[src/rtl/commit_feeder.sv]
// commit_feeder: DUT-side end of the ISS lockstep check interface.
// Retired-instruction events from the core are queued in a small FIFO. Each
// queued PC is shown to the ISS checker for one cycle. The checker's
// miss/next_pc/next_insn answer is taken one cycle later. The block counts
// checks and mismatches, keeps the first and last failing PC, and stops
// accepting commits once the mismatch threshold is reached.
//
// Handshake: the core transfers an entry on a rising edge where
// commit_valid & commit_ready are both high. commit_valid may be raised at
// any time. commit_ready depends only on registered state (FIFO not full and
// not halted), so it never combinationally follows commit_valid.
module commit_feeder #(
  parameter int unsigned DEPTH    = 8,
  parameter logic [63:0] IDLE_PC  = 64'hFFFF_FFFF_FFFF_FFFF,
  parameter int unsigned MAX_MISS = 1
) (
  input  logic        clk,
  input  logic        rst_n,
  input  logic        commit_valid,
  input  logic [63:0] commit_pc,
  input  logic [31:0] commit_insn,
  output logic        commit_ready,
  output logic [63:0] next_pc_check,
  input  logic [63:0] next_pc,
  input  logic [31:0] next_insn,
  input  logic        miss,
  output logic [31:0] checked_count,
  output logic [15:0] miss_count,
  output logic        mismatch,
  output logic        halt,
  output logic [63:0] first_bad_pc,
  output logic [63:0] last_bad_pc,
  // FSM state for observation: 0 IDLE, 1 PRESENT, 2 AWAIT, 3 HALT
  output logic [1:0]  dbg_state
);

  localparam int AW = $clog2(DEPTH);
  localparam logic [AW:0] FULL_CNT = (AW+1)'(DEPTH);
  localparam logic [AW:0] PTR_ONE  = (AW+1)'(1);

  typedef enum logic [1:0] {
    S_IDLE    = 2'd0,
    S_PRESENT = 2'd1,
    S_AWAIT   = 2'd2,
    S_HALT    = 2'd3
  } state_t;

  state_t state_q, state_d;

  logic [63:0] pc_mem   [DEPTH];
  logic [31:0] insn_mem [DEPTH];

  logic [AW:0]   wr_ptr_q, wr_ptr_d, rd_ptr_q, rd_ptr_d;
  logic [AW:0]   count;
  logic          full, empty, push, pop;
  logic [AW-1:0] head_idx, next_idx;
  logic [63:0]   head_pc;
  logic [31:0]   head_insn;

  logic [63:0] npc_q, npc_d;
  logic [31:0] checked_q, checked_d;
  logic [15:0] miss_cnt_q, miss_cnt_d;
  logic        mismatch_q, mismatch_d;
  logic [63:0] first_q, first_d, last_q, last_d;
  logic [63:0] exp_pc_q, exp_pc_d;
  logic [31:0] exp_insn_q, exp_insn_d;
  logic        exp_valid_q, exp_valid_d;
  logic        pc_err, insn_err;

  // Extra pointer bit distinguishes full from empty
  assign count     = wr_ptr_q - rd_ptr_q;
  assign full      = (count == FULL_CNT);
  assign empty     = (count == '0);
  assign head_idx  = rd_ptr_q[AW-1:0];
  assign next_idx  = head_idx + AW'(1);
  assign head_pc   = pc_mem[head_idx];
  assign head_insn = insn_mem[head_idx];

  assign commit_ready = !full && (state_q != S_HALT);
  assign push         = commit_valid && commit_ready;
  assign pop          = (state_q == S_AWAIT);

  assign next_pc_check = npc_q;
  assign checked_count = checked_q;
  assign miss_count    = miss_cnt_q;
  assign mismatch      = mismatch_q;
  assign halt          = (state_q == S_HALT);
  assign first_bad_pc  = first_q;
  assign last_bad_pc   = last_q;
  assign dbg_state     = state_q;

  // Instruction mismatch only counts when the checker's prediction refers to this PC
  assign pc_err   = miss;
  assign insn_err = !miss && exp_valid_q && (head_pc == exp_pc_q) &&
                    (head_insn != exp_insn_q);

  // FIFO storage write; contents need no reset because pointers gate them
  always_ff @(posedge clk) begin
    if (push) begin
      pc_mem[wr_ptr_q[AW-1:0]]   <= commit_pc;
      insn_mem[wr_ptr_q[AW-1:0]] <= commit_insn;
    end
  end

  // Next-state and output logic for the present/await sequencer
  always_comb begin
    state_d     = state_q;
    wr_ptr_d    = push ? wr_ptr_q + PTR_ONE : wr_ptr_q;
    rd_ptr_d    = pop ? rd_ptr_q + PTR_ONE : rd_ptr_q;
    npc_d       = IDLE_PC;
    checked_d   = checked_q;
    miss_cnt_d  = miss_cnt_q;
    mismatch_d  = 1'b0;
    first_d     = first_q;
    last_d      = last_q;
    exp_pc_d    = exp_pc_q;
    exp_insn_d  = exp_insn_q;
    exp_valid_d = exp_valid_q;

    unique case (state_q)
      S_IDLE: begin
        if (!empty) begin
          npc_d   = head_pc;
          state_d = S_PRESENT;
        end
      end
      S_PRESENT: begin
        state_d = S_AWAIT;
      end
      S_AWAIT: begin
        if (checked_q != '1) checked_d = checked_q + 32'd1;
        if (!miss) begin
          exp_pc_d    = next_pc;
          exp_insn_d  = next_insn;
          exp_valid_d = 1'b1;
        end
        if (pc_err || insn_err) begin
          if (miss_cnt_q != '1) miss_cnt_d = miss_cnt_q + 16'd1;
          mismatch_d = 1'b1;
          last_d     = head_pc;
          if (miss_cnt_q == '0) first_d = head_pc;
          if (miss) exp_valid_d = 1'b0;
        end
        // Only entries already stored count; a same-edge push is seen from IDLE
        if ((MAX_MISS != 0) && ({16'd0, miss_cnt_d} >= MAX_MISS)) begin
          state_d = S_HALT;
        end else if (count > PTR_ONE) begin
          npc_d   = pc_mem[next_idx];
          state_d = S_PRESENT;
        end else begin
          state_d = S_IDLE;
        end
      end
      S_HALT: begin
        state_d = S_HALT;
      end
      default: state_d = S_IDLE;
    endcase
  end

  // State, pointers, counters and capture registers
  always_ff @(posedge clk) begin
    if (!rst_n) begin
      state_q     <= S_IDLE;
      wr_ptr_q    <= '0;
      rd_ptr_q    <= '0;
      npc_q       <= IDLE_PC;
      checked_q   <= '0;
      miss_cnt_q  <= '0;
      mismatch_q  <= 1'b0;
      first_q     <= '0;
      last_q      <= '0;
      exp_pc_q    <= '0;
      exp_insn_q  <= '0;
      exp_valid_q <= 1'b0;
    end else begin
      state_q     <= state_d;
      wr_ptr_q    <= wr_ptr_d;
      rd_ptr_q    <= rd_ptr_d;
      npc_q       <= npc_d;
      checked_q   <= checked_d;
      miss_cnt_q  <= miss_cnt_d;
      mismatch_q  <= mismatch_d;
      first_q     <= first_d;
      last_q      <= last_d;
      exp_pc_q    <= exp_pc_d;
      exp_insn_q  <= exp_insn_d;
      exp_valid_q <= exp_valid_d;
    end
  end

endmodule

[config.mk]
export PLATFORM = sky130hd
export DESIGN_NAME = commit_feeder
export DESIGN_NICKNAME = d
export VERILOG_FILES = /design/src/rtl/commit_feeder.sv
export SDC_FILE = /design/constraint.sdc
export NUM_CORES = 1
export LEC_CHECK = 0
export CAP_MARGIN = 20
export CORE_ASPECT_RATIO = 0.75
export CORE_MARGIN = 4
export CORE_UTILIZATION = 40
export CTS_BUF_LIST = sky130_fd_sc_hd__clkbuf_16
export CTS_CLUSTER_DIAMETER = 80
export DETAILED_ROUTE_END_ITERATION = 6
export GPL_ROUTABILITY_DRIVEN = 0
export PLACE_DENSITY_LB_ADDON = 0.12
export REMOVE_ABC_BUFFERS = 1
export SYNTH_ARGS = -nofsm -noshare
export SYNTH_HDL_FRONTEND = slang
export SYNTH_SLANG_ARGS = --single-unit
[constraint.sdc]
create_clock -name clk -period 10.6 [get_ports clk]
set_clock_uncertainty 0.15 [all_clocks]
set_input_delay 2.12 -clock clk [delete_from_list [all_inputs] [get_ports clk]]
set_output_delay 2.12 -clock clk [all_outputs]
set_load 0.02 [all_outputs]
---- Yosys cells after proc, flatten, opt, wreduce, memory -nomap -nowiden ----
Memory sizes are Yosys's and may differ from the RTL's. A register that Yosys moved wholly into a read port is not among the register bits.
Index checks and enable logic that the tools add are counted.
operators by class
  add/sub/neg operators ................... 6
  multiply operators ...................... 0
  divide/modulo/power cells ............... 0
  magnitude comparators ................... 2
  equality and inequality tests ........... 10
  shifts and indexed selects .............. 0
  muxes and demuxes ....................... 21
  bitwise operators ....................... 1
  reductions and logical operators ........ 16
operator list
  operator                 number
  $mux W64                 3
  $pmux W64 S2             1
  $eq A64 B64 Y1           1
  $mux W16                 3
  $add A32 B1 Y32 const B  1
  $ne A32 B32 Y1           1
  $ne A32 B32 Y1 const B   1
  $add A16 B1 Y16 const B  1
  $ge A16 B1 Y1 const B    1
  $logic_not A16 Y1        1
  $ne A16 B16 Y1 const B   1
  $mux W3                  4
  $add A4 B1 Y4 const B    2
  $pmux W2 S4              1
  $reduce_and A2 Y1        4
  $mux W1                  7
  $logic_and A1 B1 Y1      5
  $eq A2 B2 Y1 const B     2
  $eq A4 B4 Y1 const B     1
  $gt A4 B1 Y1 const B     1
  $logic_not A4 Y1         1
  $mux W2                  2
  $ne A2 B2 Y1 const B     2
  $sub A4 B4 Y4            1
  other kinds (7)          8
storage, ports and cells
  bits in registers ....................... 348
  bits in latches ......................... 0
  RAM bits ................................ 768
  ROM bits ................................ 0
  bits of input ports ..................... 196
  output and inout port bits .............. 245
  logic and storage cells ................. 70
  memories ................................ 2
memory list
  memory    depth  width  rd ports  clocked after memory_dff  write ports  line  source
  pc_mem    8      64     2         1                         1            50    logic [63:0] pc_mem [DEPTH];
  insn_mem  8      32     1         1                         1            51    logic [31:0] insn_mem [DEPTH];

---- Depth between registers and ports, before layout ----
  depth after elaboration ................. 10
  gate-level depth with buffers ........... 18
  mapped depth without buffers ............ 13

---- Worst setup path after synthesis ----
OpenSTA, ideal clock, no wires.
  kind .................................... input port to flip-flop
  start point ............................. input port commit_valid
  end point ............................... memory insn_mem[0][0] (enable)
  library setup time ...................... 0.668 ns
  arrival time ............................ 9.051 ns
  data required time ...................... 9.782 ns
  path slack .............................. 0.730 ns
  stages on the path ...................... 4
  buffers on the path ..................... 1
  cell sequence ........................... and2_1 clkbuf_1 nand2b_1 nor3_1
on the way
  longest elaborated chain between the ends .. 3
ends and longest elaborated chain
  item                           line  source
  start, declared                19    input logic commit_valid,
  $logic_and A1 B1 Y1            80    assign push = commit_valid && commit_ready;
  $mux W1                        99    if (push) begin
  $mux W1 (implied by the code)  101   insn_mem[wr_ptr_q[AW-1:0]] <= commit_insn;
  end, declared                  51
Every way passes these cells.

==> impl_metrics.env <==
export IMPL_status="finished clean"
export IMPL_grt_first_pass_wirelength_microns=218000
export IMPL_antenna_found_initial=16
export IMPL_fp_dieH_microns=308
export IMPL_synth_flop_cell="edfxtp_1"
export IMPL_routed_wirelength_microns=151000
export IMPL_die_w_microns=408
export IMPL_synth_area_sq_um=48100
export IMPL_placementRows=109
export IMPL_utilization_pct=48.8
export IMPL_grt_usage_pct=23.5
export IMPL_first_pass_iters=5
export IMPL_drt_met1_wl_microns=65900
export IMPL_synth_edf_count=768
export IMPL_dp_cells=5186
export IMPL_worst_setup_path_end_kind="register"
export IMPL_min_delay_start="exp_pc_q[36]"
export IMPL_yosys_area_share_adder_pct=0.250
export IMPL_htree_levels=3
export IMPL_min_period_ns=7.26
export IMPL_dieArea_sq_um=126000
export IMPL_drtIter0Drc=2831
export IMPL_dp_hpwl_microns=94600
export IMPL_synth_async_reset_ratio_pct=0
export IMPL_cts_repair_resized=0
export IMPL_startpoint_type="register"
export IMPL_multi_input_area_sq_um=17000
export IMPL_nFillCells=10200
export IMPL_pre_cts_slack_ns=3.48
export IMPL_cts_tree="yes"
export IMPL_period_share_pct=68.5
export IMPL_cts_made_buffers=111
export IMPL_hold_class="reg -> reg"
export IMPL_dr_wl_met2_microns=71200
export IMPL_clkSlewWorstSetupHoldPaths_ns=0.06
export IMPL_max_vdd_ir_drop_mv=0.196
export IMPL_clockRootBuffer="clkbuf_16"
export IMPL_max_slew_margin_pct=23.0
export IMPL_cp_max_fo=36
export IMPL_cp_required_ns=11.02
export IMPL_slew_viol_final=0
export IMPL_synth_xor_area_share_pct=2.31
export IMPL_finalSetupViolCount=0
export IMPL_ys_seq_elements=1119
export IMPL_path_class="reg -> reg"
export IMPL_grt_overflow_total=0
export IMPL_fin_nets=3950
export IMPL_syn_avg_cell_area_sq_um=14.3
export IMPL_hold_viol_final=0
export IMPL_area_growth_pct=20.3
export IMPL_seq_area_frac_synth_pct=62.6
export IMPL_post_cts_buffers=0
export IMPL_top_layer_used="met5"
export IMPL_sequential_cell_area_sq_um=30100
export IMPL_vias=30600
export IMPL_worstMarginPinSlew_ns=1.15
export IMPL_power_density_nw_per_um2=208
export IMPL_ant_nets=0
export IMPL_yosys_area_share_simple_pct=8.69
export IMPL_clk_latency_ns=0.71
export IMPL_synth_compound_area_share_pct=6.23
export IMPL_via_per_inst=5.67
export IMPL_io_buffer_count=440
export IMPL_syn_inst=3352
export IMPL_finalSetupTns_ns=0
export IMPL_fin_cells=5404
export IMPL_coreArea_sq_um=119000
export IMPL_initial_core_util_pct=40.6
export IMPL_worstPathArrival_ns=7.67
export IMPL_drc_errors=0
export IMPL_rsz0062_at_grt="false"
export IMPL_grt_pass1_vias=30400
export IMPL_ctsLongestPathBuffers=3
export IMPL_drv_cap=0
export IMPL_avgRoutedWirePerCell_microns=28.0
export IMPL_cts_hold_buf=0
export IMPL_boundaryPins=441
export IMPL_drive_gt1_share_pct=16.8
export IMPL_p_leak_nw=18.7
export IMPL_grt_max_degree=157
export IMPL_fin_ws_ns=3.34
export IMPL_fmax_ghz=0.138
export IMPL_ys_warn_count=0
export IMPL_wl_met3_microns=10800
export IMPL_cts_sinks=1119
export IMPL_synth_top_family_by_area="multiplexers"
export IMPL_ys_types=73
export IMPL_synth_area_mux_share_pct=17.4
-- cell type report --
class                      instances  area share (%)
antenna                            6          0.0260
sequential                      1119            52.1
inverter                          21           0.154
multi-input combinational       1984            29.4
timing repair buffer             508            8.56
clock buffer                     121            5.24
clock inverter                    91            1.21
tap                             1554            3.36
-- per-layer routing --
layer,GRT usage [%],vias up
li1,-,13600
met1,32.7,15700
met2,38.2,1134
met3,4.85,210
met4,5.37,12
met5,0,-
-- report_power, final --
group	switching, W	internal (W)	total, W
Clock	0.00170	0.00231	0.00402
Sequential	0.000206	0.00506	0.00527
Combinational	0.00165	0.00112	0.00277
-- critical path, stage by stage, from the launching register on --
cell and delay, ns:
dfxtp_4 0.54, buf_4 0.32, inv_4 0.40, buf_4 0.45, mux2_2 0.43, xor2_1 0.17, nor3b_1 0.55, nand4_1 0.38
nor4_2 0.92, o2111ai_2 0.46, a31o_1 0.35, a221o_4 0.61, nor3_4 0.54, buf_4 0.63, a21oi_2 0.11
-- synthesized netlist by cell type (6+ instances only) --
cell / count / area share (%)
a2111oi_0: 30 / 0.55
a211oi_1: 39 / 0.61
a21oi_1: 121 / 1.3
a21oi_2: 58 / 1.1
a221oi_1: 20 / 0.36
a22o_1: 18 / 0.33
a22oi_1: 38 / 0.59
and2_1: 14 / 0.18
and3_1: 16 / 0.21
and4_1: 6 / 0.11
buf_1: 26 / 0.20
buf_2: 36 / 0.37
buf_4: 18 / 0.28
buf_6: 20 / 0.47
clkbuf_1: 128 / 1.0
dfxtp_1: 351 / 15
edfxtp_1: 768 / 48
ha_1: 8 / 0.21
inv_1: 19 / 0.15
mux2_2: 35 / 0.82
mux2i_1: 261 / 5.4
mux4_2: 237 / 11
nand2_1: 315 / 2.5
nand3_1: 20 / 0.21
nand4_1: 27 / 0.35
nor2_1: 291 / 2.3
nor2b_1: 68 / 0.88
nor3_1: 52 / 0.54
nor4_1: 19 / 0.25
nor4_2: 30 / 0.78
o21ai_0: 58 / 0.60
o22ai_1: 8 / 0.10
or3_1: 9 / 0.12
xnor2_1: 61 / 1.1
xor2_1: 66 / 1.2
-- cells in the final DEF, fill, tap and decap left out, types with 7 or more instances in the layout --
| cell | synthesis | layout |
|---|---|---|
| nor3_1 | 52 | 50 |
| nand2_1 | 315 | 312 |
| xnor2_1 | 61 | 61 |
| mux2i_1 | 261 | 261 |
| a22oi_1 | 38 | 38 |
| clkdlybuf4s50_1 | 0 | 440 |
| o21ai_0 | 58 | 58 |
| xor2_1 | 66 | 65 |
| bufinv_16 | 0 | 11 |
| nor4_1 | 19 | 19 |
| dfxtp_1 | 351 | 347 |
| edfxtp_1 | 768 | 768 |
| a2111oi_0 | 30 | 29 |
| buf_4 | 18 | 65 |
| clkinv_1 | 1 | 19 |
| inv_1 | 19 | 41 |
| a221oi_1 | 20 | 20 |
| a22o_1 | 18 | 18 |
| or3_1 | 9 | 8 |
| a21oi_2 | 58 | 58 |
| o22ai_1 | 8 | 8 |
| ha_1 | 8 | 7 |
| nor4_2 | 30 | 30 |
| and2_1 | 14 | 14 |
| a211oi_1 | 39 | 39 |
| mux2_2 | 35 | 35 |
| and3_1 | 16 | 15 |
| clkinv_2 | 0 | 20 |
| nor2_4 | 0 | 8 |
| nand4_1 | 27 | 27 |
| nor2b_1 | 68 | 64 |
| nor2_1 | 291 | 282 |
| a21oi_1 | 121 | 120 |
| inv_2 | 1 | 10 |
| clkbuf_16 | 0 | 121 |
| mux4_2 | 237 | 237 |
| nand3_1 | 20 | 20 |
-- state kept, by name, summed over array words and instances (netlist names), named ones only --
signal,cells
first_bad_pc,64
next_pc_check,64
dbg_state,2
pc_mem,512
checked_count,32
insn_mem,256
wr_ptr_q,4
rd_ptr_q,4
exp_pc_q,64
miss_count,16
mismatch,1
exp_valid_q,1
last_bad_pc,64
exp_insn_q,32
-- worst paths after layout --
kind / to / slack, ns / depth (start not counted)
setup / recovery: next_pc_check[34] / 3.34 / 14
hold / removal: exp_pc_q[36] / 0.31 / 2
setup reg to reg: next_pc_check[34] / 3.34 / 14
hold reg to reg: exp_pc_q[36] / 0.31 / 2
-- cells by family after synthesis --
logic type | after synthesis
fa+ha+maj | 9
flops | 1119
compound gates | 425
buf+inv | 249
simple gates | 887
xor+xnor | 127
mux | 536
-- per-stage QoR --
step	instance area (sq um)	hold WS, ns	power (W)
after floorplan	47000	0.286	0.00707
after global placement	54100	0.296	0.00816
after detailed placement	54100	0.305	0.00816
after CTS	57800	0.313	0.0122
after global routing	57800	0.334	0.0125
final	57800	0.309	0.0121
Note: power is estimated with default switching activity, not from simulation.
